<file path="src/rtl/load_store_unit_pkg.sv">
// rtl/load_store_unit_pkg.sv - shared types, funct3 codes and size decode for the load/store unit
package lsu_pkg;

    localparam int XLEN = 64;

    localparam logic [2:0] F3_B  = 3'b000;
    localparam logic [2:0] F3_H  = 3'b001;
    localparam logic [2:0] F3_W  = 3'b010;
    localparam logic [2:0] F3_D  = 3'b011;
    localparam logic [2:0] F3_BU = 3'b100;
    localparam logic [2:0] F3_HU = 3'b101;
    localparam logic [2:0] F3_WU = 3'b110;

    typedef enum logic [1:0] {
        IDLE   = 2'd0,
        ACCESS = 2'd1,
        DONE   = 2'd2
    } lsu_state_e;

    // Access length in bytes; 0 marks an encoding with no legal access
    // (load 111, any store with funct3[2] set).
    function automatic logic [3:0] size_bytes(input logic [2:0] funct3, input logic write);
        logic [3:0] sz;
        sz = 4'd0;
        if (!(write && funct3[2])) begin
            case (funct3)
                F3_B, F3_BU: sz = 4'd1;
                F3_H, F3_HU: sz = 4'd2;
                F3_W, F3_WU: sz = 4'd4;
                F3_D:        sz = 4'd8;
                default:     sz = 4'd0;
            endcase
        end
        return sz;
    endfunction

endpackage

</file>
<file path="src/rtl/load_store_unit_if.sv">
// rtl/load_store_unit_if.sv - pipeline request/response and byte-memory port bundle
interface load_store_unit_if;
    import lsu_pkg::*;

    logic            req_valid;
    logic            req_write;
    logic [2:0]      req_funct3;
    logic [XLEN-1:0] req_addr;
    logic [XLEN-1:0] req_wdata;

    logic            stall;
    logic            resp_valid;
    logic [XLEN-1:0] resp_rdata;

    logic [XLEN-1:0] mem_addr;
    logic            mem_re;
    logic            mem_we;
    logic [7:0]      mem_wdata;
    logic [7:0]      mem_rdata;

    // The unit itself: initiates memory accesses, serves the pipeline.
    modport master (
        input  req_valid, req_write, req_funct3, req_addr, req_wdata, mem_rdata,
        output stall, resp_valid, resp_rdata, mem_addr, mem_re, mem_we, mem_wdata
    );

    // Pipeline plus memory seen from the outside.
    modport slave (
        output req_valid, req_write, req_funct3, req_addr, req_wdata, mem_rdata,
        input  stall, resp_valid, resp_rdata, mem_addr, mem_re, mem_we, mem_wdata
    );

endinterface

</file>
<file path="src/rtl/load_store_unit_load_extend.sv">
// rtl/load_store_unit_load_extend.sv - sign/zero extension of assembled load data
module load_extend
    import lsu_pkg::*;
(
    input  logic [XLEN-1:0] data,
    input  logic [2:0]      funct3,
    output logic [XLEN-1:0] rdata
);

    // Extend from the access width; unknown encodings read as zero.
    always_comb begin
        rdata = '0;
        case (funct3)
            F3_B:    rdata = {{56{data[7]}},  data[7:0]};
            F3_H:    rdata = {{48{data[15]}}, data[15:0]};
            F3_W:    rdata = {{32{data[31]}}, data[31:0]};
            F3_D:    rdata = data;
            F3_BU:   rdata = {56'b0, data[7:0]};
            F3_HU:   rdata = {48'b0, data[15:0]};
            F3_WU:   rdata = {32'b0, data[31:0]};
            default: rdata = '0;
        endcase
    end

endmodule

</file>
<file path="src/rtl/load_store_unit.sv">
// rtl/load_store_unit.sv - byte-serial MEM-stage load/store initiator
module load_store_unit
    import lsu_pkg::*;
(
    input  logic                clk,
    input  logic                reset,
    load_store_unit_if.master   bus
);

    lsu_state_e      state_q, state_d;
    logic            write_q;
    logic [2:0]      funct3_q;
    logic [XLEN-1:0] addr_q;
    logic [XLEN-1:0] wdata_q;
    logic [XLEN-1:0] asm_q;
    logic [2:0]      cnt_q;

    logic [3:0]      req_size;
    logic [3:0]      cur_size;
    logic            last_byte;
    logic [5:0]      lane_lsb;
    logic [XLEN-1:0] ext_data;

    assign req_size  = size_bytes(bus.req_funct3, bus.req_write);
    assign cur_size  = size_bytes(funct3_q, write_q);
    assign last_byte = (cnt_q == 3'(cur_size - 4'd1));
    assign lane_lsb  = {cnt_q, 3'b000};

    load_extend u_load_extend (
        .data   (asm_q),
        .funct3 (funct3_q),
        .rdata  (ext_data)
    );

    // State register; reset abandons any access in flight.
    always_ff @(posedge clk or posedge reset) begin
        if (reset) begin
            state_q <= IDLE;
        end else begin
            state_q <= state_d;
        end
    end

    // Request capture, byte counter and load-data assembly.
    always_ff @(posedge clk or posedge reset) begin
        if (reset) begin
            write_q  <= 1'b0;
            funct3_q <= 3'b000;
            addr_q   <= '0;
            wdata_q  <= '0;
            asm_q    <= '0;
            cnt_q    <= 3'd0;
        end else begin
            case (state_q)
                IDLE: begin
                    if (bus.req_valid) begin
                        write_q  <= bus.req_write;
                        funct3_q <= bus.req_funct3;
                        addr_q   <= bus.req_addr;
                        wdata_q  <= bus.req_wdata;
                        asm_q    <= '0;
                        cnt_q    <= 3'd0;
                    end
                end
                ACCESS: begin
                    if (!write_q) begin
                        asm_q[lane_lsb +: 8] <= bus.mem_rdata;
                    end
                    if (!last_byte) begin
                        cnt_q <= cnt_q + 3'd1;
                    end
                end
                default: begin
                end
            endcase
        end
    end

    // Next state and output decode; memory strobes only exist in ACCESS.
    always_comb begin
        state_d        = state_q;
        bus.stall      = 1'b0;
        bus.resp_valid = 1'b0;
        bus.resp_rdata = '0;
        bus.mem_addr   = '0;
        bus.mem_re     = 1'b0;
        bus.mem_we     = 1'b0;
        bus.mem_wdata  = 8'h00;
        case (state_q)
            IDLE: begin
                // Gated by reset so every output is low while reset is held.
                bus.stall = bus.req_valid && !reset;
                if (bus.req_valid) begin
                    state_d = (req_size == 4'd0) ? DONE : ACCESS;
                end
            end
            ACCESS: begin
                bus.stall    = 1'b1;
                bus.mem_addr = addr_q + XLEN'(cnt_q);
                bus.mem_re   = !write_q;
                bus.mem_we   = write_q;
                if (write_q) begin
                    bus.mem_wdata = wdata_q[lane_lsb +: 8];
                end
                if (last_byte) begin
                    state_d = DONE;
                end
            end
            DONE: begin
                bus.resp_valid = 1'b1;
                bus.resp_rdata = write_q ? '0 : ext_data;
                state_d        = IDLE;
            end
            default: begin
                state_d = IDLE;
            end
        endcase
    end

endmodule

</file>
<file path="src/flat_wrapper.sv">
// flat-port wrapper written by rule: the top's interface ports become plain ports
module load_store_unit_flat import lsu_pkg::*;
  (clk, reset, bus_req_valid, bus_req_write, bus_req_funct3, bus_req_addr, bus_req_wdata, bus_mem_rdata, bus_stall, bus_resp_valid, bus_resp_rdata, bus_mem_addr, bus_mem_re, bus_mem_we, bus_mem_wdata);
  load_store_unit_if bus_i ();
  input  logic clk;
  input  logic reset;
  input wire logic [$bits(bus_i.req_valid)-1:0] bus_req_valid;
  input wire logic [$bits(bus_i.req_write)-1:0] bus_req_write;
  input wire logic [$bits(bus_i.req_funct3)-1:0] bus_req_funct3;
  input wire logic [$bits(bus_i.req_addr)-1:0] bus_req_addr;
  input wire logic [$bits(bus_i.req_wdata)-1:0] bus_req_wdata;
  input wire logic [$bits(bus_i.mem_rdata)-1:0] bus_mem_rdata;
  output wire logic [$bits(bus_i.stall)-1:0] bus_stall;
  output wire logic [$bits(bus_i.resp_valid)-1:0] bus_resp_valid;
  output wire logic [$bits(bus_i.resp_rdata)-1:0] bus_resp_rdata;
  output wire logic [$bits(bus_i.mem_addr)-1:0] bus_mem_addr;
  output wire logic [$bits(bus_i.mem_re)-1:0] bus_mem_re;
  output wire logic [$bits(bus_i.mem_we)-1:0] bus_mem_we;
  output wire logic [$bits(bus_i.mem_wdata)-1:0] bus_mem_wdata;
  assign bus_i.req_valid = bus_req_valid;
  assign bus_i.req_write = bus_req_write;
  assign bus_i.req_funct3 = bus_req_funct3;
  assign bus_i.req_addr = bus_req_addr;
  assign bus_i.req_wdata = bus_req_wdata;
  assign bus_i.mem_rdata = bus_mem_rdata;
  assign bus_stall = bus_i.stall;
  assign bus_resp_valid = bus_i.resp_valid;
  assign bus_resp_rdata = bus_i.resp_rdata;
  assign bus_mem_addr = bus_i.mem_addr;
  assign bus_mem_re = bus_i.mem_re;
  assign bus_mem_we = bus_i.mem_we;
  assign bus_mem_wdata = bus_i.mem_wdata;
  load_store_unit u_core (.clk(clk), .reset(reset), .bus(bus_i));
endmodule
</file>
<file path="config.mk">
export PLATFORM = sky130hd
export DESIGN_NAME = load_store_unit_flat
export DESIGN_NICKNAME = d
export VERILOG_FILES = /design/src/rtl/load_store_unit_pkg.sv /design/src/rtl/load_store_unit_if.sv /design/src/rtl/load_store_unit_load_extend.sv /design/src/rtl/load_store_unit.sv /design/src/flat_wrapper.sv
export SDC_FILE = /design/constraint.sdc
export NUM_CORES = 1
export LEC_CHECK = 0
export BUFFER_PORTS_ARGS = -buffer_cell sky130_fd_sc_hd__buf_4
export CORE_UTILIZATION = 49
export DETAILED_ROUTE_END_ITERATION = 8
export PLACE_DENSITY = 0.88
export SYNTH_ARGS = -nofsm -noshare
export SYNTH_HDL_FRONTEND = slang
export SYNTH_SLANG_ARGS = --single-unit
</file>
<file path="constraint.sdc">
create_clock -name clk -period 6.2 [get_ports clk]
set_input_delay 0.31 -clock clk [delete_from_list [all_inputs] [get_ports clk]]
set_output_delay 0.31 -clock clk [all_outputs]
set_load 0.03 [all_outputs]
</file>
==> impl_metrics.csv, run 1 <==
group,metric,value,unit
sta,finalWorstPathRequiredPeriod,4.497,ns
synthesis,synth_edf_count,0,
sta,worst_pin_slew,1.132,ns
power_and_ir_drop,power,6.490,mW
grt,grt.overflow.total,0,
worst_setup_path,cp_slowest_stage_delay,0.90,ns
synthesis,gate_count_after_technology_mapping,1381,
synthesis,post_synth_num_cell_types,53,
power_and_ir_drop,power.sequential.fraction,35.5,%
worst_hold_path,min-delay-path-class,"input pin to flop",
place,hpwl,23540,um
clock_network,tritoncts,"yes",
routing,drt-met1-wl,13810,um
power_and_ir_drop,p_per_area,435.0,nW/um2
floorplanning,die_w,152.0,um
clock_network,ctsHtreeMaxLevel,1,
power_and_ir_drop,p_comb_share,42.5,%
place,placed_cells_incl_taps,1867,
finish,total_area_of_multi_input_combinational_cells,5584,um2
routing,drt_first_iter_violations,1185,
clock_network,clk_pin_slew_worst_paths,0.06,ns
sta,clock_skew,0.005540,ns
place,routabilityCongestion,0.9239,
clock_network,cts-hold-fix-buffers,85,
routing,drt-total-wl,35950,um
clock_network,post_cts.repair.setup_buffers,0,
clock_network,post_cts_resized,0,
sta,final-max-slew-violation-count,0,
synthesis,synth_area,11030,um2
status,violations,"DRC",
power_and_ir_drop,ir_drop,297.2,uV
finish,final_nets,1852,
finish,layout.filler_cells,1638,
routing,routed-wl-met2,16840,um
power_and_ir_drop,power.internal,3.643,mW
synthesis,dominantRegCellSynth,"dfrtp_1",
synthesis,synth_nets,1535,
sta,max_freq,222.4,MHz
grt,antenna_found_initial,3,
sta,grt_setup_unrepaired,"false",
synthesis,sequential_share_of_the_synthesized_area,45.59,%
routing,total_number_of_vias,11556,
clock_network,clk_path_buf_depth,3,
routing,final_antenna_net_count,0,
synthesis,post_synth.cell_area_avg,7.988,um2
power_and_ir_drop,static-leakage-power,7.005,nW
floorplanning,ioPinCount,283,
synthesis,synth_top_cell_area_share,45.59,%
floorplanning,die_height,152.0,um
synthesis,synth_most_common_cell,"nand2_1",
routing,drc,32,
flow_run,max_cap_violations,0,
synthesis,ys_async_sr_fraction,100.0,%
place,buffer_ports.inserted,282,
power_and_ir_drop,p_sw,2.847,mW
status,outcome,"finished with violations",
grt,grt_start_max_net_pins,94,
sta,worst_slack,1.703,ns
routing,pre_repair_dr_iteration_count,8,
worst_setup_path,path_cells,"ha_1 -> inv_1 -> fa_1 -> nand2b_1 -> a2111oi_2 -> nand4_1 -> or4_1 -> nand2_1 -> buf_4",
floorplanning,rows,54,
worst_setup_path,timing.critical_path.fanout_max,29,
synthesis,synth_warnings,0,
sta,part_of_the_cycle_the_worst_path_needs,72.53,%
sta,timing_hold_violations_final,0,
finish,non_filler_instance_count_after_layout,1997,
clock_network,numClockSinks,201,
worst_setup_path,end_kind,"output pin",
grt,grt_pass1_wl,57450,um
worst_setup_path,reg2reg_depth,6,
synthesis,yosys-top-cells-area,"dfrtp_1 (46%), nand2_1 (19%), a21oi_1 (4.5%), mux4_2 (3.3%), o21ai_0 (3.0%)",
clock_network,cts.root.buffer_cell,"clkbuf_16",
floorplanning,initial_utilization,50.24,%
worst_setup_path,timing.critical_path.arrival,4.19,ns
synthesis,ys_top_cells_by_count,"nand2_1 (544), dfrtp_1 (201), a21oi_1 (99)",
synthesis,yosys_register_bits,201,
floorplanning,die_area,23120,um2
worst_setup_path,critical_path.startpoint_type,"flop",
clock_network,cts_made_buffers,23,
routing,wl_per_cell,18.00,um
finish,design_area,14920,um2
routing,dr.max_layer_used,"met4",
power_and_ir_drop,clock_power_share,22.0,%
clock_network,clock_latency,0.51,ns
worst_setup_path,slowest_stage,"dfrtp_2",
worst_hold_path,hold_depth,3,
finish,area_delta_synth_final,35.25,%
routing,met3RoutedLength,3240,um
finish,drive_gt1_share,21.65,%
grt,number_of_global_route_vias_before_repair,11215,
floorplanning,core_region_area,21960,um2
synthesis,synth_area_leader_cell,"dfrtp_1",
routing,post_drt_via_cell_ratio,5.787,
place,dpl_cell_area,13250,um2
sta,finalSetupTns,0,ns
worst_setup_path,timing.critical_path.required,5.89,ns
place,pre_cts_ws,2.314,ns
finish,regArea,5031,um2
grt,gr-usage-all-layers,30.79,%
worst_setup_path,timing.setup.critical_path_class,"flop to output pin",
power_and_ir_drop,netSwitchingFraction,43.87,%
sta,slew_headroom,24.37,%
sta,finalSetupViolations,0,
layer usage:
| metal | global-route usage, % | vias up |
|---|---|---|
| li1 | - | 5283 |
| met1 | 38.78 | 5398 |
| met2 | 50.42 | 706 |
| met3 | 5.961 | 169 |
| met4 | 16.57 | 0 |
| met5 | 0 | - |
stage by stage:
stage | util, % | hold WS, ns
after global placement | 60.35 | 0.4121
after detailed placement | 60.35 | 0.4184
after floorplan | - | 0.4154
after CTS | 67.87 | 0.00001010
final | 67.95 | 0.001971
after global routing | 67.95 | 0.001755
power groups by stage:
stage / Combinational, mW / Sequential, mW / Clock, mW
CTS: 2.71 / 2.28 / 1.44
global route: 2.99 / 2.37 / 1.49
floorplan: 2.01 / 2.05 / 0
global placement: 2.57 / 2.26 / 0
finish: 2.76 / 2.30 / 1.43
detailed placement: 2.65 / 2.28 / 0
state kept, by name, indices dropped and copies added, names as in the netlist:
register and cells:
u_core.addr_q 64, u_core.asm_q 64, u_core.wdata_q 64, u_core.cnt_q 3, u_core.funct3_q 3, u_core.state_q 2, u_core.write_q 1
final cells by class:
cell class / count / area share (%)
Inverter: 21 / 0.5786
Clock inverter: 12 / 1.023
Tap cell: 280 / 2.348
Sequential cell: 201 / 33.72
Timing Repair Buffer: 379 / 20.51
Clock buffer: 29 / 4.344
Antenna cell: 3 / 0.05031
Multi-Input combinational cell: 1072 / 37.43
worst paths after layout:
check | from | end | slack, ns
max in group asynchronous | reset | u_core.cnt_q[0] | 4.43
min in group asynchronous | reset | u_core.addr_q[34] | 0.42
worst min register to register | u_core.wdata_q[49] | u_core.wdata_q[49] | 0.47
worst max-delay path | u_core.cnt_q[0] | bus_mem_addr[46] | 1.70
worst min-delay path | bus_req_wdata[34] | u_core.wdata_q[34] | 0.002
worst max register to register | u_core.cnt_q[0] | u_core.asm_q[6] | 3.02
placed cells by master, fill, tap and decap left out, types with 24 or more instances in the layout:
master	n
xnor2_1	24
o21ai_0	67
nor2_1	49
nand2_1	544
dfrtp_1	200
buf_4	293
nand4_1	25
a21oi_1	99
nand3_1	56
dlygate4sd3_1	86
cell families after synthesis:
family,Yosys count,share of synthesized area [%]
AND/OR/NAND/NOR,792,31.42
AO/OA/AOI/OAI,213,11.24
flip-flops,201,45.59
buffers and inverters,108,3.958
adder cells (fa/ha/maj),11,1.316
XOR/XNOR,38,3.017
multiplexers,18,3.459
worst max-delay path, delay by kind of cell, from the launching register on:
kind            cells  cell delay [ns]
flops               1             0.90
buf+inv             2             0.22
compound gates      1             0.77
simple gates        4             1.05
fa+ha+maj           2             0.73
Note: power is estimated with default switching activity, not from simulation.
==> run 2, diff against run 1 <==
- ABC_AREA: default -> 1
- CORE_UTILIZATION: 49 -> 50
- clock period: 6.2 -> 4 ns (I/O delays scaled with it)
==> impl_metrics.csv, run 2 <==
group,metric,value,unit
routing,drt-total-wl,46710,um
routing,pre_repair_dr_iteration_count,6,
routing,post_drt_via_cell_ratio,5.574,
worst_setup_path,timing.critical_path.fanout_max,6,
grt,grt.overflow.total,0,
flow_run,max_cap_violations,0,
synthesis,synth_nets,1932,
routing,wl_per_cell,18.65,um
sta,finalSetupViolations,0,
clock_network,ctsHtreeMaxLevel,1,
floorplanning,die_w,156.6,um
place,hpwl,31590,um
finish,final_nets,2322,
floorplanning,initial_utilization,50.93,%
synthesis,synth_area,11960,um2
sta,grt_setup_unrepaired,"false",
grt,grt-busiest-layer,"met2",
sta,finalWorstPathRequiredPeriod,3.455,ns
grt,use_met1,49.56,%
finish,drive_gt1_share,17.30,%
synthesis,yosys_register_bits,201,
clock_network,cts.root.buffer_cell,"clkbuf_16",
synthesis,ys_async_sr_fraction,100.0,%
grt,globalRouteMet2Util,63.71,%
synthesis,synth_top_cell_area_share,42.07,%
routing,final_antenna_net_count,0,
synthesis,post_synth_num_cell_types,41,
sta,finalSetupTns,0,ns
worst_setup_path,cp_slowest_stage_delay,0.50,ns
sta,worst_pin_slew,1.235,ns
finish,layout.cells.most_common,"nand2_1",
synthesis,post_synth.cell_area_avg,6.724,um2
worst_hold_path,min-delay-path-class,"input pin to flop",
floorplanning,die_area,24530,um2
synthesis,dominantRegCellSynth,"dfrtp_1",
finish,layout.filler_cells,1834,
sta,final-max-slew-violation-count,0,
worst_setup_path,path_cells,"ha_1 -> inv_1 -> fa_1 -> inv_1 -> nand3_1 -> nand2_1 -> nand3b_1 -> nor2_1 -> nand2_1 -> nand2_1 -> inv_1 -> nor2_1 -> buf_4",
finish,postLayoutCoreUtil,70.02,%
floorplanning,die_height,156.6,um
worst_setup_path,crit_start,"u_core.cnt_q[0]",
clock_network,clk_path_buf_depth,3,
synthesis,synth_most_common_cell,"nand2_1",
synthesis,ys_top_cells_by_count,"nand2_1 (608), nor2_1 (261), dfrtp_1 (201)",
clock_network,cts_made_buffers,23,
floorplanning,ioPinCount,283,
sta,max_freq,289.4,MHz
worst_setup_path,worst-path-buf-inv,4,
floorplanning,rows,56,
finish,area_delta_synth_final,37.48,%
grt,gr-usage-all-layers,38.36,%
synthesis,synth_warnings,0,
worst_setup_path,timing.critical_path.required,3.80,ns
finish,mostFrequentLayoutCells,"nand2_1 (608), buf_4 (293), nor2_1 (261)",
worst_setup_path,slowest_stage,"nor2_1",
routing,total_number_of_vias,13962,
synthesis,gate_count_after_technology_mapping,1778,
worst_setup_path,timing.critical_path.arrival,3.26,ns
sta,part_of_the_cycle_the_worst_path_needs,86.38,%
worst_setup_path,critical_path.startpoint_type,"flop",
worst_setup_path,timing.setup.critical_path_class,"flop to output pin",
routing,drc,0,
clock_network,numClockSinks,201,
sta,slew_headroom,17.64,%
finish,leading_registers_by_flop_count,"u_core.addr_q: 64 flops, u_core.asm_q: 64 flops, u_core.wdata_q: 64 flops",
grt,number_of_global_route_vias_before_repair,13710,
routing,drt_first_iter_violations,1577,
finish,regArea,5030,um2
synthesis,synth_edf_count,0,
clock_network,clock_latency,0.53,ns
grt,grt_pass1_wl,72240,um
grt,grt_start_max_net_pins,126,
clock_network,post_cts.repair.setup_buffers,0,
finish,total_area_of_multi_input_combinational_cells,5949,um2
sta,clock_skew,0.01116,ns
synthesis,yosys-top-cells-area,"dfrtp_1 (42%), nand2_1 (19%), nor2_1 (8.2%), o21ai_0 (8.0%), inv_1 (5.2%)",
power_and_ir_drop,static-leakage-power,7.915,nW
worst_setup_path,cell_type_group_with_the_largest_total_delay_on_the_critical_path,"simple AND/OR/NAND/NOR gates",
clock_network,clk_pin_slew_worst_paths,0.06,ns
worst_setup_path,rr_startpoint,"u_core.state_q[1]",
status,outcome,"complete, no violations",
place,routabilityCongestion,1.013,
power_and_ir_drop,power,10.52,mW
clock_network,tritoncts,"yes",
grt,antenna_found_initial,1,
worst_hold_path,holdCritStartpoint,"bus_req_valid",
synthesis,synth_area_leader_cell,"dfrtp_1",
power_and_ir_drop,p_per_area,640.2,nW/um2
worst_setup_path,end_kind,"output pin",
synthesis,sequential_share_of_the_synthesized_area,42.07,%
place,buffer_ports.inserted,282,
power_and_ir_drop,ir_drop,431.9,uV
floorplanning,core_region_area,23470,um2
sta,timing_hold_violations_final,0,
grt,global_route.usage.met3,4.902,%
-- run 2: cell count changes after synthesis, moves of 19 or more --
cell,delta
o21ai_0,+123
a22o_1,-21
clkbuf_1,-41
nor2_1,+211
inv_1,+145
nand2_1,+64
o22ai_1,+24
buf_2,+29
xnor2_1,-21
or3_1,-23
a21oi_1,-19
-- run 2: layout make-up --
| cell class | instances | share of cell area [%] |
|---|---|---|
| tap | 319 | 2.428 |
| sequential | 201 | 30.60 |
| clock buffer | 34 | 3.875 |
| clock inverter | 8 | 0.8069 |
| timing repair buffer | 433 | 21.97 |
| inverter | 178 | 4.103 |
| multi-input combinational | 1331 | 36.20 |
| antenna | 1 | 0.01523 |
-- run 2: final timing paths --
path | to | slack (ns) | cells past startpoint
worst min register to register | u_core.wdata_q[53] | 0.47 | 2
worst max-delay path | bus_mem_addr[34] | 0.54 | 13
worst max register to register | u_core.asm_q[18] | 1.29 | 10
min in group asynchronous | u_core.addr_q[6] | 0.52 | 4
worst min-delay path | u_core.state_q[1] | 0.03 | 3
max in group asynchronous | u_core.wdata_q[6] | 2.73 | 4
-- run 2: power by group --
part / total [mW] / internal [mW] / switching [mW]
clock: 2.18 / 1.30 / 0.873
combinational: 4.85 / 1.47 / 3.38
sequential: 3.50 / 2.74 / 0.754
-- run 2: routing by layer --
| layer | vias to the layer above | share of wire [%] |
|---|---|---|
| li1 | 6399 | - |
| met1 | 6501 | 39 |
| met2 | 895 | 47 |
| met3 | 167 | 8.6 |
| met4 | 0 | 4.7 |
| met5 | - | 0 |
-- run 2: cell families (layout without fill, tap and decap cells) --
family          after synthesis  count (layout)  share of synthesized area [%]
other cells                   0               1                              0
compound gates              318             318                          14.05
xor+xnor                     13              13                         0.9524
simple gates                989             989                          33.51
fa+ha+maj                    11              11                          1.214
buf+inv                     246             653                          8.205
flops                       201             201                          42.07
-- run 2: tightest hold or removal path: cells and delay by family --
kind,cells,cell delay (ns)
compound gates,1,0.14
buf+inv,1,0.08
simple gates,1,0.10
-- run 2: per-stage QoR --
step	setup slack (ns)	hold WS (ns)	cell area (um2)	cells
after floorplan	1.198	0.3096	11960	1778
after global placement	1.204	0.3978	14270	2323
after detailed placement	1.155	0.3985	14270	2323
after CTS	0.5930	0.03364	16430	2504
after global routing	0.2893	0.03572	16440	2505
final	0.5448	0.03485	16440	2505
-- run 2: timing repair --
item / in CTS / in global routing
gates resized for setup: 0 / 0
endpoints found under the setup margin: 0 / 0
hold buffers: 139 / 0
hold endpoints to repair: 142 / 0
